File: config.mk
export PLATFORM = sky130hd
export DESIGN_NAME = capture_controller
export DESIGN_NICKNAME = d
export VERILOG_FILES = /design/src/rtl/capture_controller.sv
export SDC_FILE = /design/constraint.sdc
export NUM_CORES = 1
export LEC_CHECK = 0
export ABC_AREA = 1
export CAP_MARGIN = 20
export CORE_MARGIN = 4
export CORE_UTILIZATION = 49
export DETAILED_ROUTE_END_ITERATION = 8
export GPL_ROUTABILITY_DRIVEN = 0
export PLACE_DENSITY = 0.82
export SYNTH_ARGS = -nofsm -noshare
export SYNTH_HDL_FRONTEND = slang
export SYNTH_SLANG_ARGS = --single-unit
File: constraint.sdc
create_clock -name clock -period 1.9 [get_ports clock]
set_clock_uncertainty 0.15 [all_clocks]
set_input_delay 0.19 -clock clock [delete_from_list [all_inputs] [get_ports clock]]
set_output_delay 0.19 -clock clock [all_outputs]
set_load 0.01 [all_outputs]
File: src/rtl/capture_controller.sv
// Capture sequencer for a logic analyzer: arms the trigger, fills a circular sample
// buffer before the trigger, then records a fixed number of post-trigger samples.
module capture_controller #(
    parameter int unsigned SAMPLE_WIDTH = 8,
    parameter int unsigned ADDR_WIDTH   = 12
) (
    input  logic                    clock,
    input  logic                    reset_n,
    input  logic                    start,
    input  logic                    abort,
    input  logic                    valid,
    input  logic [SAMPLE_WIDTH-1:0] dataIn,
    input  logic [SAMPLE_WIDTH-1:0] trigRising,
    input  logic [SAMPLE_WIDTH-1:0] trigFalling,
    input  logic [ADDR_WIDTH-1:0]   post_count,
    input  logic                    run,
    output logic                    arm,
    output logic [SAMPLE_WIDTH-1:0] cfgRising,
    output logic [SAMPLE_WIDTH-1:0] cfgFalling,
    output logic                    wr_en,
    output logic [ADDR_WIDTH-1:0]   wr_addr,
    output logic [SAMPLE_WIDTH-1:0] wr_data,
    output logic [ADDR_WIDTH-1:0]   trig_addr,
    output logic                    wrapped,
    output logic                    busy,
    output logic                    done
);

    typedef enum logic [2:0] {
        StIdle,
        StArm,
        StPre,
        StPost,
        StDone
    } state_e;

    state_e                  state_q, state_d;
    logic [SAMPLE_WIDTH-1:0] cfg_rising_q, cfg_rising_d;
    logic [SAMPLE_WIDTH-1:0] cfg_falling_q, cfg_falling_d;
    logic [ADDR_WIDTH-1:0]   post_q, post_d;
    logic [ADDR_WIDTH-1:0]   cnt_q, cnt_d;
    logic [ADDR_WIDTH-1:0]   wr_addr_q, wr_addr_d;
    logic [ADDR_WIDTH-1:0]   trig_addr_q, trig_addr_d;
    logic                    wrapped_q, wrapped_d;
    logic                    write_phase;
    logic                    wr_en_int;

    // abort suppresses every strobe in the same cycle it is seen
    assign write_phase = (state_q == StPre) || (state_q == StPost);
    assign wr_en_int   = valid && write_phase && !abort;

    always_comb begin
        state_d       = state_q;
        cfg_rising_d  = cfg_rising_q;
        cfg_falling_d = cfg_falling_q;
        post_d        = post_q;
        cnt_d         = cnt_q;
        wr_addr_d     = wr_addr_q;
        trig_addr_d   = trig_addr_q;
        wrapped_d     = wrapped_q;

        if (wr_en_int) begin
            wr_addr_d = wr_addr_q + ADDR_WIDTH'(1);
            if (wr_addr_q == {ADDR_WIDTH{1'b1}}) begin
                wrapped_d = 1'b1;
            end
        end

        if (abort) begin
            state_d = StIdle;
        end else begin
            unique case (state_q)
                StIdle: begin
                    if (start) begin
                        cfg_rising_d  = trigRising;
                        cfg_falling_d = trigFalling;
                        post_d        = post_count;
                        wr_addr_d     = '0;
                        wrapped_d     = 1'b0;
                        trig_addr_d   = '0;
                        state_d       = StArm;
                    end
                end
                StArm: begin
                    state_d = StPre;
                end
                StPre: begin
                    if (run) begin
                        trig_addr_d = wr_addr_q;
                        cnt_d       = post_q;
                        state_d     = (post_q != '0) ? StPost : StDone;
                    end
                end
                StPost: begin
                    if (wr_en_int) begin
                        cnt_d = cnt_q - ADDR_WIDTH'(1);
                        if (cnt_q == ADDR_WIDTH'(1)) begin
                            state_d = StDone;
                        end
                    end
                end
                StDone: begin
                    state_d = StIdle;
                end
                default: begin
                    state_d = StIdle;
                end
            endcase
        end
    end

    always_ff @(posedge clock or negedge reset_n) begin
        if (!reset_n) begin
            state_q       <= StIdle;
            cfg_rising_q  <= '0;
            cfg_falling_q <= '0;
            post_q        <= '0;
            cnt_q         <= '0;
            wr_addr_q     <= '0;
            trig_addr_q   <= '0;
            wrapped_q     <= 1'b0;
        end else begin
            state_q       <= state_d;
            cfg_rising_q  <= cfg_rising_d;
            cfg_falling_q <= cfg_falling_d;
            post_q        <= post_d;
            cnt_q         <= cnt_d;
            wr_addr_q     <= wr_addr_d;
            trig_addr_q   <= trig_addr_d;
            wrapped_q     <= wrapped_d;
        end
    end

    assign arm        = (state_q == StArm) && !abort;
    assign done       = (state_q == StDone) && !abort;
    assign busy       = (state_q != StIdle);
    assign wr_en      = wr_en_int;
    assign wr_data    = dataIn;
    assign wr_addr    = wr_addr_q;
    assign trig_addr  = trig_addr_q;
    assign wrapped    = wrapped_q;
    assign cfgRising  = cfg_rising_q;
    assign cfgFalling = cfg_falling_q;

endmodule

==> results of run 1 <==
-- cell usage after synthesis, types with 6 or more instances --
| master | count | area [sq um] |
|---|---|---|
| sky130_fd_sc_hd__nor2_1 | 44 | 165 |
| sky130_fd_sc_hd__nand3_1 | 25 | 125 |
| sky130_fd_sc_hd__o21ai_0 | 15 | 75.1 |
| sky130_fd_sc_hd__a21oi_1 | 13 | 65.1 |
| sky130_fd_sc_hd__dfrtp_1 | 68 | 1700 |
| sky130_fd_sc_hd__buf_6 | 6 | 67.6 |
| sky130_fd_sc_hd__o21ai_2 | 12 | 105 |
| sky130_fd_sc_hd__inv_1 | 37 | 139 |
| sky130_fd_sc_hd__buf_2 | 7 | 35.0 |
| sky130_fd_sc_hd__buf_4 | 9 | 67.6 |
| sky130_fd_sc_hd__inv_2 | 8 | 30.0 |
| sky130_fd_sc_hd__nand2_1 | 186 | 698 |
| sky130_fd_sc_hd__o21ai_1 | 12 | 60.1 |
-- power breakdown --
group | internal (mW) | switching (mW)
clock network | 0.745 | 0.577
logic | 0.975 | 1.26
registers | 1.89 | 0.344
total | 3.61 | 2.19
-- logic make-up after synthesis --
logic type	after synthesis	share of synthesized area [%]
flip-flops	68	47.6
adder cells (fa/ha/maj)	3	1.05
buffers and inverters	69	9.69
AO/OA/AOI/OAI	55	9.30
AND/OR/NAND/NOR	271	31.4
XOR/XNOR	4	0.980
-- repair_timing --
action,4_1_cts,5_1_grt
hold endpoints to repair,20,0
endpoints found under the setup margin,4,1
buffers inserted,3,0
gates cloned,0,0
hold buffers,1,0
resized for setup,5,1
-- layout make-up --
cell class                 count  area share, %
clock inverter                 7           2.10
sequential                    68           36.2
tap                           96           2.56
multi-input combinational    333           32.6
clock buffer                   9           2.64
timing repair buffer          96           20.2
inverter                      46           3.68
-- state kept, by name, indices dropped and copies added, names as in the netlist --
register / count
post_q: 12
wrapped: 1
state_q: 3
cnt_q: 12
cfgFalling: 8
cfgRising: 8
wr_addr: 12
trig_addr: 12
-- placed cells by master (no fill, tap or decap), types with 2 or more instances in the layout --
master and instances:
sky130_fd_sc_hd__nand2_1 186, sky130_fd_sc_hd__clkdlybuf4s50_1 73, sky130_fd_sc_hd__dfrtp_1 68, sky130_fd_sc_hd__nor2_1 44, sky130_fd_sc_hd__inv_1 37, sky130_fd_sc_hd__nand3_1 25, sky130_fd_sc_hd__o21ai_0 15, sky130_fd_sc_hd__buf_4 14
sky130_fd_sc_hd__a21oi_1 13, sky130_fd_sc_hd__o21ai_1 12, sky130_fd_sc_hd__o21ai_2 12, sky130_fd_sc_hd__clkbuf_8 9, sky130_fd_sc_hd__inv_2 8, sky130_fd_sc_hd__nand4_1 3, sky130_fd_sc_hd__xnor2_1 3, sky130_fd_sc_hd__nor3_1 3
sky130_fd_sc_hd__ha_1 3, sky130_fd_sc_hd__dlygate4sd2_1 3, sky130_fd_sc_hd__buf_12 3, sky130_fd_sc_hd__nor2_4 2, sky130_fd_sc_hd__nand3_4 2, sky130_fd_sc_hd__nand3_2 2, sky130_fd_sc_hd__clkinv_4 2, sky130_fd_sc_hd__bufinv_16 2
-- worst paths after layout --
path	startpoint	endpoint	cells after the start
worst min register to register	cfgFalling[6]	cfgFalling[6]	2
max in group asynchronous	reset_n	cnt_q[4]	3
worst min-delay path	reset_n	cfgFalling[2]	2
worst max-delay path	state_q[1]	wr_en	5
worst max register to register	cnt_q[0]	cnt_q[8]	8
min in group clock	trigFalling[1]	cfgFalling[1]	3
-- worst max-delay path, stage by stage (launching register included) --
cell	delay, ps
sky130_fd_sc_hd__dfrtp_1	410
sky130_fd_sc_hd__buf_4	150
sky130_fd_sc_hd__buf_4	140
sky130_fd_sc_hd__nand3_4	90
sky130_fd_sc_hd__clkinv_1	110
sky130_fd_sc_hd__clkdlybuf4s15_1	250
-- per-layer routing --
layer	share of wire (%)	wire length [microns]	global-route usage [%]
met1	42	3480	25.6
met5	0	0	0
met3	8.1	675	5.79
met2	47	3970	32.7
met4	2.7	229	9.89
-- through the flow --
step / hold slack (ps) / instances
after floorplan: -256 / 470
after global placement: 27.1 / 635
after detailed placement: 36.4 / 635
after CTS: 210 / 655
after global routing: 218 / 655
final: 199 / 655
==> metrics, run 1 <==
Tot GR Track Use=20.5%; aggregate global routing overflow=0; Post-Syn Area per Cell=between 7 and 8 sq um; net count after synthesis=515; power density over the cells=1230 nW/um^2; setup repair after global routing missed its margin=no; fraction of synthesis flops using an asynchronous set or reset pin=100%; largest net degree at the start of global routing=42; Achievable Freq=approximately 0.55 GHz; chip height=around 93 microns; WS Path Type=reg -> out; FF/Latch Area=1700 sq um; clock period minus final worst setup slack=1830 ps; Std-Cell Core Area=6940 sq um; effective utilization at floorplan=51.5%; max-slew violations=0; cell area after placement=around 4400 sq um; static leakage power=about 2.2 nW; CP endpoint kind=output port; ratio of routed vias to standard cells=roughly 5.0; combined area of all synthesized cells=3580 sq um; Max transition margin=66.6%; final routed wire length divided by cell count=12.7 microns; maximum vdd drop=0.000701 V; max-cap viol count=0; number of buffers added on ports=78; worst setup slack for register-to-register paths=around 110 ps; synthesized netlist cell count=470; Least-Margin Pin Slew=501 ps; total number of H-tree levels=3; number of clock buffers inserted by TritonCTS=9; final hold violations=0; Power Total=5.79 mW; required time reported for the critical path endpoint=1560 ps; number of filler cells placed in the layout=approximately 570; count of nets left with antenna violations after detail routing=0; wire length of the first global-routing pass=14400 microns; synth-to-layout area growth=31.3%; fraction of layout cells with a size suffix above 1=11.4%; path category of the worst min-delay check=in -> async; number of clock sinks=68; Seq/Total Area, Yosys=47.6%; PnR worst setup slack=68.0 ps; post-synth cell types=30; critical path launch point type=flip-flop; result of the run=complete, no violations; # IOs=95; number of buffers on the longest clock path=2; register clock-pin slew on the reported worst setup and hold paths=80 ps; row count=30; number of flops mapped to enable cells by yosys=0; area of all placed cells without fillers=between 4000 and 5000 sq um; pre-CTS setup slack=3.96 ps; core utilization of the finished layout=67.7%; total of warnings raised by yosys=0; arrival time of data at the critical path endpoint=1490 ps; vias after detailed routing=3288; diodes inserted=0; Finish-stage setup viols=0; period utilization=between 90% and 100%; First DRT Iteration DRCs=between 200 and 250; detailed-placement wirelength estimate=between 6000 and 7000 microns; number of global-route vias before repair=approximately 3200; routed wire length=8350 microns; TritonCTS clock tree=yes; clock root buffer=sky130_fd_sc_hd__clkbuf_8; top fanout value on the critical path=3; flip-flop cell with the highest count after synthesis=sky130_fd_sc_hd__dfrtp_1; area occupied by multi-input gates=1530 sq um; Skew-Pair Late Insertion Delay=350 ps; die boundary width=just over 90 microns; flip-flop and latch count after synthesis=68; Total Nets Final=599; DRC errors left=0; number of iterations in the first detailed-routing pass=6; die area=8730 sq um; number of antenna violations at the first check in global routing=0; Post-Route Setup TNS=0 ps
No activity file was read; power rests on OpenSTA's default activity.
==> run 2, diff against run 1 <==
Settings changed: CORE_MARGIN 4 to 8.
==> run 2 against run 1 <==
Against the previous run:
- clock power about the same
- critical endpoint unchanged
- die area rose by 18%
- first-iteration DRC count rose by 18%
- power decreased by 0.41%
- cell area fell by 0.13%
- via count is 0.88% lower
- combinational power hardly changed
- hold slack got worse by 16 ps
==> metrics, run 2 (synthesis gave the netlist of run 1 again) <==
result of the run=complete, no violations; Least-Margin Pin Slew=460 ps (-41.2 ps); slowest cell on the critical path=sky130_fd_sc_hd__dfrtp_1; Comb power frac=38.9% (+0.2 points); power density over the cells=1230 nW/um^2 (-0.28%); Worst Setup EP=wr_en; Critical Path Stages=5 (unchanged); clock period minus final worst setup slack=1790 ps (-41.9 ps); Net Switching=2.18 mW (-0.39%); number of antenna violations at the first check in global routing=0 (unchanged); top fanout value on the critical path=3 (unchanged); number of buffers added on ports=78 (unchanged); family with the most delay on the worst path=buffers and inverters; Total Nets Final=599 (unchanged); arrival time of data at the critical path endpoint=1450 ps (-40 ps); Sequential Power Share=38.7% (+0.2 points); path category of the worst min-delay check=in -> async; Worst Reg2Reg Path Length in Cells=9 (+1); diodes inserted=0 (unchanged); detailed-placement wirelength estimate=6170 microns (+1.2%); Tot GR Track Use=18.1% (-2.5 points); Max transition margin=69.3% (+2.7 points); die boundary width=101 microns (+8.6%); DRC errors left=0 (unchanged); worst hold margin=183 ps (-15.7 ps); area of all placed cells without fillers=4690 sq um (-0.13%); chip height=101 microns (+8.6%); # IOs=95 (unchanged); effective utilization at floorplan=49.9% (-1.7 points); WS Path Type=reg -> out; total number of H-tree levels=3 (unchanged); number of global-route vias before repair=3303 (+1.7%); final routed wire length divided by cell count=13.0 microns (+2.3%); period utilization=94.2% (-2.2 points); Std-Cell Core Area=7180 sq um (+3.3%); PnR worst setup slack=110 ps (+41.9 ps); fraction of power consumed by the clock network=22.4% (-0.4 points); static leakage power=2.21 nW (-0.38%); routed wire length=8570 microns (+2.6%); clock root buffer=sky130_fd_sc_hd__clkbuf_8; die area=10300 sq um (+18%); fraction of layout cells with a size suffix above 1=11.5% (+0.021 points); final hold violations=0 (unchanged); count of nets left with antenna violations after detail routing=0 (unchanged); number of clock buffers inserted by TritonCTS=9 (unchanged); launching element of the worst setup path=state_q[2]; maximum vdd drop=0.000649 V (-7.4%); First DRT Iteration DRCs=252 (+18%); number of buffer and inverter instances along the worst setup path=3 (-1); commonest non-fill, non-tap cells in the layout=sky130_fd_sc_hd__nand2_1 (186), sky130_fd_sc_hd__clkdlybuf4s50_1 (73), sky130_fd_sc_hd__dfrtp_1 (67), sky130_fd_sc_hd__nor2_1 (44), sky130_fd_sc_hd__inv_1 (37); non-filler instance count after layout=657 (+0.31%); ratio of routed vias to standard cells=4.96 (-1.2%); register clock-pin slew on the reported worst setup and hold paths=70 ps (about the same); CP peak stage delay=390 ps (-20 ps); cell area after placement=4450 sq um (about the same); row count=31 (+3.3%); sequence of cells on the critical path=buf_4 > nor2_4 > nand3_4 > clkinv_1 > dlygate4sd2_1; Cells after DPL=638 (+0.47%); TritonCTS clock tree=yes; Finish-stage setup viols=0 (unchanged); vias after detailed routing=3259 (-0.88%); worst setup slack for register-to-register paths=160 ps (+50 ps); CP endpoint kind=output port; max-cap viol count=0 (unchanged); most common library cell in the layout ignoring fill and taps=sky130_fd_sc_hd__nand2_1; number of buffers on the longest clock path=2 (unchanged); Skew-Pair Late Insertion Delay=340 ps (about the same); Pint=3.59 mW (-0.43%); beginning of the worst register-to-register path=state_q[1]; largest net degree at the start of global routing=51 (+21%); required time reported for the critical path endpoint=1560 ps (about the same); setup repair after global routing missed its margin=no; pre-CTS setup slack=-32.9 ps (-36.9 ps); critical path launch point type=flip-flop; synth-to-layout area growth=31.2%; wire length of the first global-routing pass=14900 microns (+3.3%); aggregate global routing overflow=0 (unchanged); switching share of power=37.7% (about the same); Achievable Freq=0.559 GHz (+2.3%); number of iterations in the first detailed-routing pass=5 (-1); RR Endpoint=trig_addr[5]; max-slew violations=0 (unchanged); number of clock sinks=68 (unchanged)
-- run 2: cell count changes in the layout (fill, tap and decap cells not counted), sizes merged --
cell,previous run,this run
clkinvlp,1,2
dlygate4sd2,3,4
clkinv,4,2
clkdlybuf4s15,1,0
-- run 2: timing repair --
item	in CTS	in global routing
resized for setup	6	0
endpoints found under the setup margin	4	0
endpoints found under the hold margin	18	0
hold buffers	1	0
setup buffers	3	0
-- run 2: per-layer routing --
| layer | track usage (%) | vias to the layer above | routed length (microns) |
|---|---|---|---|
| met3 | 5.15 | 15 | 633 |
| met4 | 8.36 | 0 | 156 |
| met2 | 29.0 | 110 | 4100 |
| li1 | - | 1628 | - |
| met5 | 0 | - | 0 |
| met1 | 21.9 | 1506 | 3680 |
-- run 2: power groups by stage --
stage	logic [mW]	registers (mW)	clock network, mW
floorplan	1.37	2.25	0
global placement	2.17	2.23	0
detailed placement	2.24	2.24	0
CTS	2.26	2.23	1.32
global route	2.56	2.30	1.37
finish	2.24	2.23	1.29
-- run 2: worst min-delay path by stage --
stage	start	endpoint	slack, ps	cells after the start
4_1_cts	reset_n	post_q[2]	190	2
5_1_grt	dataIn[1]	wr_data[1]	230	0
3_3_place_gp	reset_n	post_q[2]	20	1
6_report	reset_n	cnt_q[7]	180	2
3_5_place_dp	reset_n	post_q[2]	20	1
2_1_floorplan	reset_n	cfgFalling[0]	-260	0
-- run 2: final cells by class --
class	instances	area, sq um
multi-input combinational	333	1530
clock inverter	6	88.8
tap	99	124
timing repair buffer	96	946
clock buffer	9	124
sequential	68	1700
fill	604	2480
inverter	46	173
-- run 2: stage by stage --
step	power [mW]	setup TNS (ps)	utilization [%]
final	5.77	0	65.4
after global routing	6.23	0	65.4
after CTS	5.81	0	65.4
after detailed placement	4.48	-32.9	62.0
after global placement	4.39	0	62.0
after floorplan	3.63	0	-
==> run 3, diff against run 2 <==
Settings changed: CORE_MARGIN 8 to default.
==> run 3 against run 2 <==
Against the previous run:
- first-iteration DRC count increased by 5.2%
- final cell count decreased by 0.76%
- utilization increased by 2.4 points
- sequential share of layout area about the same
- non-clock buffer count decreased by 3
- critical path type unchanged
- critical endpoint is now done
- largest cell class unchanged
==> metrics, run 3 (synthesis gave the netlist of run 1 again) <==
result of the run=complete, no violations; WS Path Type=reg -> out; number of global-route vias before repair=2961 (-10%); Skew-Pair Late Insertion Delay=350 ps (about the same); hold path start=trigFalling[4]; beginning of the worst register-to-register path=cnt_q[0]; Finish-stage setup viols=0 (unchanged); routed wire length=8410 microns (-1.9%); path category of the worst min-delay check=in -> reg; diodes inserted=0 (unchanged); die area=7650 sq um (-26%); clock period minus final worst setup slack=1800 ps (+12.6 ps); chip height=87.4 microns (-14%); number of buffers added on ports=78 (unchanged); WL met3=524 microns (-17%); WHS Endpoint=cfgFalling[4]; RR Endpoint=cnt_q[8]; ratio of routed vias to standard cells=5.06 (+2.1%); # IOs=95 (unchanged); register clock-pin slew on the reported worst setup and hold paths=80 ps (about the same); commonest non-fill, non-tap cells in the layout=sky130_fd_sc_hd__nand2_1 (186), sky130_fd_sc_hd__clkdlybuf4s50_1 (73), sky130_fd_sc_hd__dfrtp_1 (68), sky130_fd_sc_hd__nor2_1 (43), sky130_fd_sc_hd__inv_1 (37); Worst Reg2Reg Path Length in Cells=8 (-1); Achievable Freq=0.555 GHz (-0.70%); Least-Margin Pin Slew=349 ps (-111 ps); aggregate global routing overflow=0 (unchanged); effective utilization at floorplan=51.8% (+1.9 points); setup repair after global routing missed its margin=no; total number of H-tree levels=3 (unchanged); vias after detailed routing=3301 (+1.3%); number of clock sinks=68 (unchanged); power density over the cells=1240 nW/um^2 (+0.92%); static leakage power=2.20 nW (-0.36%); number of iterations in the first detailed-routing pass=5 (unchanged); fraction of layout cells with a size suffix above 1=11.2% (-0.32 points); top routing layer in use=met4; arrival time of data at the critical path endpoint=1460 ps (about the same); maximum vdd drop=0.000722 V (+11%); most common library cell in the layout ignoring fill and taps=sky130_fd_sc_hd__nand2_1; worst setup slack for register-to-register paths=140 ps (-20 ps); number of clock buffers inserted by TritonCTS=9 (unchanged); synth-to-layout area growth=31.0%; count of nets left with antenna violations after detail routing=0 (unchanged); hold depth=3; max-slew violations=0 (unchanged); met2 layer wire length in the routed design=3990 microns (-2.8%); Power Total=5.81 mW (+0.76%); top fanout value on the critical path=3 (unchanged); routed metal-1 wire length=3670 microns (-0.22%); TritonCTS clock tree=yes; DRC errors left=0 (unchanged); max-cap viol count=0 (unchanged); die boundary width=87.4 microns (-14%); number of buffers on the longest clock path=2 (unchanged); Total Nets Final=597 (-0.33%); pre-CTS setup slack=-3.29 ps (+29.6 ps); First DRT Iteration DRCs=265 (+5.2%); final routed wire length divided by cell count=12.9 microns (-1.1%); clock root buffer=sky130_fd_sc_hd__clkbuf_8; required time reported for the critical path endpoint=1560 ps (about the same); final hold violations=0 (unchanged); PnR worst setup slack=97.3 ps (-12.6 ps); CP endpoint kind=output port; critical path launch point type=flip-flop; period utilization=94.9% (+0.66 points); Max transition margin=76.8% (+7.4 points); row count=30 (-3.2%); number of antenna violations at the first check in global routing=0 (unchanged); wire length of the first global-routing pass=13300 microns (-10%); Std-Cell Core Area=6910 sq um (-3.7%); largest net degree at the start of global routing=69 (+35%); Tot GR Track Use=22.6% (+4.6 points); detailed-placement wirelength estimate=5780 microns (-6.4%)
==> run 3: changes by cell type in the layout (fill, tap and decap cells not counted) <==
cell,before,now
sky130_fd_sc_hd__buf_4,14,11
sky130_fd_sc_hd__dfrtp_1,67,68
sky130_fd_sc_hd__dfrtp_2,1,0
sky130_fd_sc_hd__dlygate4sd1_1,0,1
sky130_fd_sc_hd__dlygate4sd2_1,4,3
sky130_fd_sc_hd__nand3_4,2,3
sky130_fd_sc_hd__nor2_1,44,43
sky130_fd_sc_hd__nor2_2,1,2
==> run 3: layout make-up <==
cell class / instances / area, sq um
Clock buffer: 9 / 124
Fill cell: 593 / 2220
Inverter: 46 / 173
Timing Repair Buffer: 93 / 923
Tap cell: 96 / 120
Clock inverter: 6 / 88.8
Multi-Input combinational cell: 334 / 1550
Sequential cell: 68 / 1700
==> run 3: worst max-delay path by stage <==
stage	from	end	cells after the start
6_report	state_q[2]	done	4
5_1_grt	state_q[2]	done	4
4_1_cts	state_q[2]	done	4
2_1_floorplan	state_q[1]	cfgFalling[7]	9
3_3_place_gp	abort	wr_en	5
3_5_place_dp	abort	wr_en	5
==> run 3: timing repair <==
action | 4_1_cts | 5_1_grt
hold buffers | 1 | 0
buffers inserted | 1 | 0
endpoints found under the hold margin | 68 | 0
setup endpoints to repair | 4 | 3
resized for setup | 5 | 4
cloned | 0 | 1
==> run 3: stage by stage <==
stage | setup TNS [ps] | utilization (%) | instance area [sq um] | std cells | hold WS [ps]
2_1_floorplan | 0 | - | 3580 | 470 | -256
3_3_place_gp | 0 | 64.2 | 4430 | 634 | 83.6
3_5_place_dp | -3.29 | 64.2 | 4430 | 634 | 87.9
4_1_cts | 0 | 67.5 | 4660 | 651 | 215
5_1_grt | 0 | 67.8 | 4680 | 652 | 219
6_report | 0 | 67.8 | 4680 | 652 | 218
==> run 3: power by group <==
part | switching (mW) | internal, mW
Combinational | 1.30 | 0.967
Sequential | 0.353 | 1.89
Clock | 0.569 | 0.733
Total | 2.23 | 3.59
==> run 3: layer usage <==
layer,global-route usage (%),vias up
met2,35.3,124
li1,-,1621
met4,12.2,0
met5,0,-
met1,29.8,1529
met3,4.27,27
==> run 3: worst max-delay path, stage by stage (launching register included) <==
cell and delay [ps]:
sky130_fd_sc_hd__dfrtp_1 420, sky130_fd_sc_hd__inv_2 60, sky130_fd_sc_hd__buf_4 140, sky130_fd_sc_hd__nor4_1 220, sky130_fd_sc_hd__dlygate4sd1_1 280
